## src/rtl/sgf_div_pkg.sv

```systemverilog
// sgf_div_pkg
// Shared definitions for the sequential significand divider:
//   - state_t      : FSM state encoding (IDLE, ITER, DONE)
//   - quot_width() : quotient width for a given significand width (SW+2)
//   - DIV_ZERO_Q   : saturated quotient pattern used for divide-by-zero
// Configuration macro used by the divider: SGF_DIV_EARLY_EXIT_EN.
package sgf_div_pkg;

    typedef enum logic [1:0] {
        IDLE = 2'd0,
        ITER = 2'd1,
        DONE = 2'd2
    } state_t;

    // The quotient carries two integer positions above the SW-bit
    // fraction so that both A >= B and A < B results fit.
    function automatic int quot_width(input int sw);
        return sw + 2;
    endfunction

    // Wide enough for any practical SW; the divider slices what it needs.
    localparam logic [127:0] DIV_ZERO_Q = '1;

endpackage

```

## src/rtl/sgf_div_step.sv

```systemverilog
// sgf_div_step
// One combinational restoring-division step.
// Ports:
//   rem_i  [SW:0]   current partial remainder
//   div_i  [SW-1:0] divisor
//   qbit_o          quotient bit produced by this step
//   rem_o  [SW:0]   next partial remainder, already shifted left by one
module sgf_div_step
    import sgf_div_pkg::*;
#(
    parameter int SW = 24
) (
    input  logic [SW:0]   rem_i,
    input  logic [SW-1:0] div_i,
    output logic          qbit_o,
    output logic [SW:0]   rem_o
);

    logic [SW:0] div_ext;
    logic [SW:0] diff;
    logic [SW:0] rem_sel;
    logic        ge;

    always_comb begin
        div_ext = {1'b0, div_i};
        ge      = (rem_i >= div_ext);
        diff    = rem_i - div_ext;
        rem_sel = ge ? diff : rem_i;
        qbit_o  = ge;
        // rem_sel < divisor < 2^SW, so its top bit is zero and the shift
        // drops nothing when the A < 2B precondition holds.
        rem_o   = {rem_sel[SW-1:0], 1'b0};
    end

endmodule

```

## src/rtl/sgf_divider_seq.sv

```systemverilog
// sgf_divider_seq
// Sequential radix-2 restoring divider for normalized significands.
// Computes quotient_o = floor(A * 2^(SW+1) / B) with one quotient bit per
// clock, plus a sticky bit (final remainder != 0) for rounding.
// Ports:
//   clk, rst      clock and synchronous active-high reset
//   start_i       request, accepted only while ready_o is high
//   Data_A_i      dividend significand (SW bits), sampled on acceptance
//   Data_B_i      divisor significand (SW bits), sampled on acceptance
//   ready_o       high only in IDLE
//   done_o        one-cycle pulse when the result is valid
//   quotient_o    SW+2 quotient bits, held until the next acceptance
//   sticky_o      remainder non-zero, held with quotient_o
//   div_zero_o    divisor was zero, held with quotient_o
// Optional feature macro: SGF_DIV_EARLY_EXIT_EN -- finish as soon as the
// partial remainder becomes zero (results identical, latency variable).
module sgf_divider_seq
    import sgf_div_pkg::*;
#(
    parameter int SW = 24
) (
    input  logic              clk,
    input  logic              rst,
    input  logic              start_i,
    input  logic [SW-1:0]     Data_A_i,
    input  logic [SW-1:0]     Data_B_i,
    output logic              ready_o,
    output logic              done_o,
    output logic [SW+1:0]     quotient_o,
    output logic              sticky_o,
    output logic              div_zero_o
);

    localparam int QW = quot_width(SW);
    localparam int CW = $clog2(SW + 2);

    state_t          state_q;
    logic [SW:0]     rem_q;
    logic [SW-1:0]   div_q;
    logic [QW-1:0]   quot_q;
    logic [CW-1:0]   cnt_q;
    logic            ready_q;
    logic            done_q;
    logic            sticky_q;
    logic            div_zero_q;

    logic            qbit_d;
    logic [SW:0]     rem_d;
    logic [QW-1:0]   quot_d;

    sgf_div_step #(.SW(SW)) u_step (
        .rem_i  (rem_q),
        .div_i  (div_q),
        .qbit_o (qbit_d),
        .rem_o  (rem_d)
    );

    assign quot_d = {quot_q[QW-2:0], qbit_d};

    always_ff @(posedge clk) begin
        if (rst) begin
            state_q    <= IDLE;
            rem_q      <= '0;
            div_q      <= '0;
            quot_q     <= '0;
            cnt_q      <= '0;
            ready_q    <= 1'b1;
            done_q     <= 1'b0;
            sticky_q   <= 1'b0;
            div_zero_q <= 1'b0;
        end else begin
            case (state_q)
                IDLE: begin
                    if (start_i) begin
                        ready_q <= 1'b0;
                        if (Data_B_i == '0) begin
                            state_q    <= DONE;
                            quot_q     <= DIV_ZERO_Q[QW-1:0];
                            sticky_q   <= 1'b1;
                            div_zero_q <= 1'b1;
                        end else begin
                            state_q    <= ITER;
                            rem_q      <= {1'b0, Data_A_i};
                            div_q      <= Data_B_i;
                            quot_q     <= '0;
                            cnt_q      <= CW'(SW + 1);
                            div_zero_q <= 1'b0;
                        end
                    end
                end

                ITER: begin
                    quot_q <= quot_d;
                    rem_q  <= rem_d;
                    cnt_q  <= cnt_q - 1'b1;
`ifdef SGF_DIV_EARLY_EXIT_EN
                    // A zero remainder means every remaining quotient bit
                    // is zero: align the bits produced so far and finish.
                    if (rem_d == '0) begin
                        quot_q   <= quot_d << cnt_q;
                        state_q  <= DONE;
                        done_q   <= 1'b1;
                        sticky_q <= 1'b0;
                    end else
`endif
                    if (cnt_q == '0) begin
                        state_q  <= DONE;
                        done_q   <= 1'b1;
                        sticky_q <= (rem_d != '0);
                    end
                end

                DONE: begin
                    // Arriving from ITER the pulse is already up. The
                    // divide-by-zero path enters with done low, so it
                    // raises the pulse here and leaves one cycle later.
                    if (!done_q) begin
                        done_q <= 1'b1;
                    end else begin
                        done_q  <= 1'b0;
                        ready_q <= 1'b1;
                        state_q <= IDLE;
                    end
                end

                default: begin
                    state_q <= IDLE;
                    ready_q <= 1'b1;
                    done_q  <= 1'b0;
                end
            endcase
        end
    end

    assign ready_o    = ready_q;
    assign done_o     = done_q;
    assign quotient_o = quot_q;
    assign sticky_o   = sticky_q;
    assign div_zero_o = div_zero_q;

endmodule

```

## config.mk

```make
export PLATFORM = sky130hd
export DESIGN_NAME = sgf_divider_seq
export DESIGN_NICKNAME = d
export VERILOG_FILES = /design/src/rtl/sgf_div_pkg.sv /design/src/rtl/sgf_div_step.sv /design/src/rtl/sgf_divider_seq.sv
export SDC_FILE = /design/constraint.sdc
export NUM_CORES = 1
export LEC_CHECK = 0
export BUFFER_PORTS_ARGS = -buffer_cell sky130_fd_sc_hd__clkbuf_2
export CAP_MARGIN = 15
export CORE_MARGIN = 5
export CORE_UTILIZATION = 50
export DETAILED_ROUTE_END_ITERATION = 7
export GPL_TIMING_DRIVEN = 0
export PLACE_DENSITY = 0.71
export RECOVER_POWER = 100
export SYNTH_ARGS = -nofsm -noshare
export SYNTH_HDL_FRONTEND = slang
export SYNTH_SLANG_ARGS = --single-unit
```

## constraint.sdc

```tcl
create_clock -name clk -period 3.59 [get_ports clk]
set_input_delay 0.359 -clock clk [delete_from_list [all_inputs] [get_ports clk]]
set_output_delay 0.359 -clock clk [all_outputs]
set_load 0.01 [all_outputs]
```

==> results.yml, run 1 <==
placed_design:
  routabilityCongestion: 0.965
  portBuffers: 79
  hpwl_mm: 13.3
  placed_area_um2: 5980
route:
  drt_iter0_markers: 541
  routed_wl_mm: 17.0
  firstDrtPassIters: 7
  postRouteAntennaNets: 0
  wl_per_cell_um: 18.2
  vias: 5559
  drc: 0
  vias_per_cell: 5.98
critical_path:
  critPathLaunch: "rem_q[0]$_SDFFE_PP0P_"
  cp_cell_sequence: "inv_1 > ha_1 > inv_1 > fa_1 > a21oi_2 > o22ai_1 > o41ai_4 > o21a_1 > xnor2_1 > nor4_2 > nand4_1 > a2111oi_1 > a31oi_1"
  cpPeakStageDelay_ps: 430
  crit_top_cell: "inv_1"
  cp-start-kind: "flop"
  required_ps: 3840
  crit_type: "flop to flop"
  reg2reg_from: "rem_q[0]$_SDFFE_PP0P_"
  path_buf_inv: 2
  arrival_ps: 3730
  critPathMaxFanout: 4
  cp-end-kind: "flop"
  slowest_stage: "a2111oi_1"
  crit_family: "compound AO/OA/AOI/OAI gates"
sta:
  maxSlewViolCount: 0
  fin_crit_sh_pct: 96.8
  tns_ps: 0
  hold_viol_final: 0
  setup_violations: 0
  clock_skew_ps: 15.5
  worst_pin_slew_ps: 958
  min_period_ps: 3480
  slew_headroom_pct: 36.1
  max_clock_freq_ghz: 0.288
clock_network:
  clk_path_buf_depth: 2
  clk_pin_slew_ps: 100
  numCtsBuffers: 9
  ctsHtreeMaxLevel: 3
  cts_sinks: 86
  insertion_delay_ps: 370
  clockRootBuffer: "clkbuf_8"
  cts_tree: "built"
synth:
  yosysWarnings: 0
  yosysMostFrequentCell: "nor2_1"
  synthDistinctLibCells: 72
  async_flop_share_pct: 0
  synth_top_area_share_pct: 31.8
  synthFlopType: "dfxtp_1"
  syn-cell-area_um2: 5410
  yosys.area.top_type: "dfxtp_1"
  ys_seq_area_share_pct: 31.8
  synthTopCellsByArea: "dfxtp_1 (32%), nor2_1 (7.5%), ha_1 (6.7%)"
  synth_common_cells: "nor2_1 (108), dfxtp_1 (86), a21oi_1 (64)"
  syn_area_per_cell_um2: 7.78
  synth_cells: 695
  ys_seq_elements: 86
  synth_edf_count: 0
  syn_nets: 776
power_and_ir_drop:
  p_total_mw: 7.05
  worst_ir_drop_vdd_mv: 0.494
  power.density_nw_per_um2: 1140
  leakagePower_nw: 2.59
die:
  num_rows: 38
  design.die.area_um2: 13000
  boundaryPins: 81
  die_w_um: 114
  start_util_pct: 50.5
  die_h_um: 114
  core_um2: 10700
layout:
  nFillCells: 1050
  diodes: 0
  area_growth_pct: 13.9
  fin_area_um2: 6160
  nets: 867
  final_layout_size_suffix_gt1_share_pct: 12.2
min_path:
  worstHoldStart: "Data_A_i[4]"
  hp-class: "input pin to flop"
global_routing:
  antenna_found_initial: 0
  grt_util_all_layers_pct: 25.9
  grt_pass1_wl_mm: 26.7
  grt_pass1_vias: 5289
  grt_start_max_net_pins: 16
  gr-total-overflow: 0
status:
  status: "finished, final reports clean"
run:
  max-cap-violations: 0
## kinds of logic after synthesis
family / Yosys count / synth area share, %
adder cells (fa/ha/maj): 30 / 7.08
buffers and inverters: 85 / 6.80
XOR/XNOR: 17 / 2.75
AO/OA/AOI/OAI: 177 / 22.9
multiplexers: 33 / 6.13
AND/OR/NAND/NOR: 267 / 22.5
flip-flops: 86 / 31.8
## worst paths after layout
kind                                                to  slack (ps)  cells after the start
worst max-delay path             sticky_o$_SDFFE_PP0P_         110                     13
worst max register to register   sticky_o$_SDFFE_PP0P_         110                     13
worst min-delay path             rem_q[4]$_SDFFE_PP0P_         250                      3
worst min register to register  rem_q[17]$_SDFFE_PP0P_         500                      2
## registers in the layout (all words and copies together), names as in the netlist
name	cells
quotient_o	26
rem_q	25
div_q	24
cnt_q	5
state_q	2
div_zero_o	1
done_o	1
ready_o	1
sticky_o	1
## metal layers
metal | global-route usage [%] | part of all wire (%) | up-vias
met1 | 36.5 | 45 | 2608
met2 | 39.2 | 44 | 246
met5 | 0 | 0 | -
met4 | 8.95 | 2.2 | 0
li1 | - | - | 2675
met3 | 5.62 | 9.0 | 30
## worst register-to-register path: cells and delay by family, from the launching register on
family	cells	cell delay, ps
AO/OA/AOI/OAI	6	1680
XOR/XNOR	1	120
adder cells (fa/ha/maj)	2	580
buffers and inverters	2	130
flip-flops	1	350
AND/OR/NAND/NOR	2	510
## layout make-up
type                    count  area (µm²)  share of cell area, %
multi-input cells         524        3350                   54.5
flip-flops and latches     86        1720                   28.0
repair buffers             80         365                   5.93
plain buffers              43         210                   3.41
well taps                 140         175                   2.84
inverters                  42         158                   2.56
clock buffers               9         124                   2.01
clock inverters             6        48.8                  0.793
## cells in the final DEF (no fill, tap or decap), drive strengths merged, types with 4 or more instances in the layout
cell / n
mux2i: 32
xor2: 5
nor4: 12
nand2: 62
a22oi: 4
clkbuf: 118
o31a: 4
buf: 14
nand3: 8
a21oi: 65
xnor2: 12
a211oi: 11
a21o: 5
nand4: 7
nor2: 108
inv: 43
nor3: 39
o2111ai: 4
ha: 29
dfxtp: 86
o21bai: 4
a222oi: 5
a311oi: 7
o211ai: 10
o21ai: 17
o21a: 8
and2: 5
o22ai: 6
## report_power, final
| part | switching (mW) | leakage [nW] | internal (mW) |
|---|---|---|---|
| Sequential | 0.247 | 0.706 | 1.23 |
| Clock | 0.371 | 0.0832 | 0.253 |
| Combinational | 3.08 | 1.80 | 1.87 |
| Total | 3.70 | 2.59 | 3.35 |
## stage by stage
step                      utilization [%]  worst slack [ps]  std cells  hold WS (ps)
after global placement               55.9             -20.0        914           477
after global routing                 57.6             -45.7        930           240
after floorplan                         -               618        695           449
after CTS                            57.6              7.82        929           233
after detailed placement             55.9              20.4        914           487
final                                57.6               114        930           245
## timing repair
| item | 4_1_cts | 5_1_grt |
|---|---|---|
| setup buffers | 0 | 1 |
| setup endpoints to repair | 1 | 8 |
| hold buffers | 0 | 0 |
| resized for setup | 1 | 8 |
| pin swaps | 0 | 1 |
Note: power is estimated with default switching activity, not from simulation.
==> run 2, diff against run 1 <==
- CORE_ASPECT_RATIO: default -> 1.5
- RECOVER_POWER: 100 -> default
==> run 2 against run 1 <==
Compared with the run above:
- hold slack improved by 14 ps
- setup slack got worse by 43 ps
- routed wire length increased by 1.1%
- critical endpoint unchanged
- highest routed layer unchanged
- maximum frequency decreased by 1.2%
==> results.yml, run 2 (same netlist as run 1, synthesis figures left out) <==
global_routing:
  grt_start_max_net_pins: 16
  grtUsageMet1_pct: 29.1
  gr-total-overflow: 0
  antenna_found_initial: 0
  busiest_layer: "met2"
  grt_pass1_vias: 5502
  grt_pass1_wl_mm: 27.0
  grt_util_met2_pct: 47.7
  grtUsageMet3_pct: 5.30
  grt_util_all_layers_pct: 26.6
min_path:
  worstHoldStart: "Data_B_i[5]"
  min_delay_path_depth: 3
  min_to: "div_q[5]$_SDFFE_PP0P_"
  hp-class: "input pin to flop"
placed_design:
  detailedPlace.worstSlack_ps: -81.5
  portBuffers: 79
  placed_area_um2: 5980
  routabilityCongestion: 0.966
  hpwl_mm: 13.4
die:
  die_w_um: 94.9
  start_util_pct: 51.1
  num_rows: 46
  boundaryPins: 81
  core_um2: 10600
  design.die.area_um2: 13000
  die_h_um: 137
critical_path:
  reg2reg_setup_slack_ps: 70
  crit_top_cell: "inv_1"
  crit_family: "compound AO/OA/AOI/OAI gates"
  r2r-end: "sticky_o$_SDFFE_PP0P_"
  rr_worst_depth: 13
  cp_cell_sequence: "inv_1 > ha_1 > inv_1 > fa_1 > a21oi_2 > o22ai_1 > o41ai_4 > o21a_1 > xnor2_1 > nor4_1 > nand4_1 > a2111oi_1 > a31oi_1"
  slowest_stage: "a2111oi_1"
  cpPeakStageDelay_ps: 500
  reg2reg_from: "rem_q[0]$_SDFFE_PP0P_"
  path_buf_inv: 2
  required_ps: 3810
  crit_type: "flop to flop"
  arrival_ps: 3740
  critPathMaxFanout: 4
  cp-end-kind: "flop"
  cp-start-kind: "flop"
layout:
  final_layout_size_suffix_gt1_share_pct: 16.2
  diodes: 0
  nets: 869
  largest_reg_flops: 26
  fin_area_um2: 6380
  utilization_pct: 60.3
  final_cell_mix: "nor2_1 (108), dfxtp_1 (86), clkbuf_2 (80)"
  area_growth_pct: 18.0
  final_common_cell: "nor2_1"
status:
  status: "finished, final reports clean"
clock_network:
  insertion_delay_ps: 350
  clockRootBuffer: "clkbuf_16"
  clk_pin_slew_ps: 70
  ctsHtreeMaxLevel: 3
  cts_tree: "built"
  numCtsBuffers: 9
  cts_sinks: 86
  hold_buffers: 0
  clk_path_buf_depth: 2
run:
  max-cap-violations: 0
power_and_ir_drop:
  power.density_nw_per_um2: 1190
  leakagePower_nw: 2.79
  worst_ir_drop_vdd_mv: 0.650
sta:
  min_period_ps: 3520
  whs_ps: 259
  max_clock_freq_ghz: 0.284
  tns_ps: 0
  hold_viol_final: 0
  rsz0062_at_grt: "true"
  setup_ws_ps: 70.6
  clock_skew_ps: 7.40
  worst_pin_slew_ps: 886
  maxSlewViolCount: 0
  slew_headroom_pct: 41.0
  fin_crit_sh_pct: 98.0
  setup_violations: 0
route:
  drt_iter0_markers: 339
  routed_wl_mm: 17.2
  vias: 5527
  postRouteAntennaNets: 0
  firstDrtPassIters: 5
  vias_per_cell: 5.90
  wl_per_cell_um: 18.3
  drc: 0
[run 2: layer usage]
layer,up-vias,share of wire [%]
li1,2682,-
met1,2579,38
met2,215,50
met3,51,6.1
met4,0,5.1
met5,-,0
[run 2: worst reg2reg max path: stages, from the launching register on]
cell and delay (ps):
dfxtp_1 350, inv_1 70, ha_1 160, inv_1 60, fa_1 420, a21oi_2 240, o22ai_1 210, o41ai_4 370
o21a_1 190, xnor2_1 100, nor4_1 400, nand4_1 170, a2111oi_1 500, a31oi_1 150
[run 2: stage by stage]
step           power [mW]  cells
2_1_floorplan        4.99    695
3_5_place_dp         6.22    918
4_1_cts              7.44    935
6_report             7.58    936
3_3_place_gp         6.15    918
5_1_grt              8.09    936
[run 2: report_power, final]
| group | total (mW) | switching [mW] | internal [mW] |
|---|---|---|---|
| combinational | 4.99 | 3.06 | 1.94 |
| sequential | 1.49 | 0.256 | 1.23 |
| clock | 1.10 | 0.419 | 0.684 |
| total | 7.58 | 3.73 | 3.85 |
[run 2: timing repair]
item,in CTS,in global routing
pin swaps,1,1
hold endpoints to repair,0,0
buffers inserted,2,1
gates resized for setup,1,5
endpoints found under the setup margin,1,4
[run 2: worst max-delay path by stage]
| stage | start | endpoint | cells after the start |
|---|---|---|---|
| floorplan | rem_q[0]$_SDFFE_PP0P_ | sticky_o$_SDFFE_PP0P_ | 13 |
| global placement | rem_q[0]$_SDFFE_PP0P_ | sticky_o$_SDFFE_PP0P_ | 13 |
| detailed placement | rem_q[0]$_SDFFE_PP0P_ | sticky_o$_SDFFE_PP0P_ | 13 |
| CTS | rem_q[0]$_SDFFE_PP0P_ | sticky_o$_SDFFE_PP0P_ | 14 |
| global route | rem_q[0]$_SDFFE_PP0P_ | sticky_o$_SDFFE_PP0P_ | 14 |
| finish | rem_q[0]$_SDFFE_PP0P_ | sticky_o$_SDFFE_PP0P_ | 13 |
[run 2: area by class of cell]
cell class	count	area [µm²]
clock inverter	6	118
inverter	42	158
multi-input combinational	524	3350
buffer	43	211
clock buffer	9	225
sequential	86	1720
timing repair buffer	82	418
fill	1039	4210
tap	144	180
==> run 3, diff against run 2 <==
- CORE_ASPECT_RATIO: 1.5 -> 1.4
==> run 3 against run 2 <==
Compared with the run above:
- utilization decreased by 1.3 points
- setup slack better by 93 ps
- maximum frequency increased by 2.7%
- non-clock buffer count is 2 lower
- clock-buffer cell count unchanged
- register-to-register slack better by 90 ps
- hold slack lost 8.8 ps
- final area decreased by 1.2%
- highest routed layer unchanged
==> results.yml, run 3 (same netlist as run 1, synthesis figures left out) <==
power_and_ir_drop:
  worst_ir_drop_vdd_mv: 0.579
  power.density_nw_per_um2: 1170
  leakagePower_nw: 2.74
run:
  max-cap-violations: 0
clock_network:
  clk_pin_slew_ps: 70
  insertion_delay_ps: 350
  clockRootBuffer: "clkbuf_16"
  hold_buffers: 0
  numCtsBuffers: 9
  cts_sinks: 86
  ctsHtreeMaxLevel: 3
  cts_tree: "built"
  clk_path_buf_depth: 2
layout:
  area_growth_pct: 16.7
  nFillCells: 1025
  nets: 867
  final_cell_mix: "nor2_1 (108), dfxtp_1 (86), clkbuf_2 (79)"
  seq_area_um2: 1720
  diodes: 0
  final_layout_size_suffix_gt1_share_pct: 16.3
  final_common_cell: "nor2_1"
  multiInputGateArea_um2: 3370
  layoutNonFillerInstCount: 932
  fin_area_um2: 6310
  utilization_pct: 59.0
  largest_reg_flops: 26
global_routing:
  grt_pass1_wl_mm: 26.9
  grt_pass1_vias: 5434
  gr-total-overflow: 0
  antenna_found_initial: 0
  grt_start_max_net_pins: 16
  grt_util_all_layers_pct: 25.7
route:
  postRouteAntennaNets: 0
  drc: 0
  wl_per_cell_um: 18.3
  firstDrtPassIters: 5
  vias: 5548
  routed_wl_mm: 17.1
  drt_iter0_markers: 448
  vias_per_cell: 5.95
sta:
  slew_headroom_pct: 41.6
  fin_crit_sh_pct: 95.4
  setup_violations: 0
  max_clock_freq_ghz: 0.292
  maxSlewViolCount: 0
  min_period_ps: 3430
  worst_pin_slew_ps: 876
  clock_skew_ps: 6.85
  hold_viol_final: 0
  whs_ps: 251
  rsz0062_at_grt: "true"
  setup_ws_ps: 164
critical_path:
  arrival_ps: 3650
  cp_cell_sequence: "inv_1 > ha_1 > inv_1 > fa_1 > a21oi_2 > o22ai_1 > o41ai_4 > o21a_1 > xnor2_1 > nor4_2 > nand4_1 > a2111oi_2 > a31oi_1"
  cp-end-kind: "flop"
  required_ps: 3810
  slowest_stage: "a2111oi_2"
  worstSetupPathDepth: 13
  crit_top_cell: "inv_1"
  path_buf_inv: 2
  rr_worst_depth: 13
  cp-start-kind: "flop"
  crit_family: "compound AO/OA/AOI/OAI gates"
  crit_type: "flop to flop"
  critPathMaxFanout: 4
  cpPeakStageDelay_ps: 430
die:
  die_w_um: 97.9
  start_util_pct: 50.5
  design.die.area_um2: 13000
  die_h_um: 133
  num_rows: 45
  core_um2: 10700
  boundaryPins: 81
placed_design:
  hpwl_mm: 13.3
  portBuffers: 79
  placed_area_um2: 5980
  place_inst: 915
  detailedPlace.worstSlack_ps: -88.1
  routabilityCongestion: 0.960
min_path:
  min_delay_path_depth: 3
  hp-class: "input pin to flop"
status:
  status: "finished, final reports clean"
==> run 3: final timing paths <==
path | from | end | slack [ps]
setup reg to reg | rem_q[0]$_SDFFE_PP0P_ | sticky_o$_SDFFE_PP0P_ | 160
hold reg to reg | ready_o$_SDFFE_PP1P_ | ready_o$_SDFFE_PP1P_ | 490
setup / recovery | rem_q[0]$_SDFFE_PP0P_ | sticky_o$_SDFFE_PP0P_ | 160
hold / removal | Data_A_i[0] | rem_q[0]$_SDFFE_PP0P_ | 250
==> run 3: per-stage QoR <==
stage,power [mW],TNS [ps]
after global placement,6.15,-36.7
after floorplan,4.99,0
after global routing,7.85,-27.5
after detailed placement,6.22,-88.1
final,7.35,0
after CTS,7.23,0
==> run 3: repair_timing <==
action | in CTS | in global routing
setup endpoints to repair | 2 | 6
resized for setup | 3 | 4
setup buffers | 1 | 0
pin swaps | 1 | 0
==> run 3: area by class of cell <==
type                    count  share of cell area (%)
multi-input cells         524                    53.4
flip-flops and latches     86                    27.3
repair buffers             80                    6.39
clock buffers               9                    3.57
plain buffers              43                    3.33
well taps                 141                    2.80
inverters                  42                    2.50
clock inverters             7                   0.754
==> run 3: tightest hold or removal path, delay by kind of cell <==
kind / cells / cell delay [ps]
and+or+nand+nor: 1 / 80
buffers and inverters: 1 / 80
AOI/OAI and AO/OA: 1 / 50
==> run 3: report_power, final <==
part | total (mW) | internal, mW | switching (mW)
sequential | 1.49 | 1.23 | 0.264
combinational | 4.96 | 1.90 | 3.06
clock | 0.895 | 0.470 | 0.424
==> run 3: per-layer routing <==
layer  vias to the layer above  wire length, µm  track usage (%)
li1                       2677                -                -
met1                      2597             6620             28.8
met2                       224             8460             45.7
met3                        50             1160             5.22
met4                         0              817             12.6
met5                         -                0                0
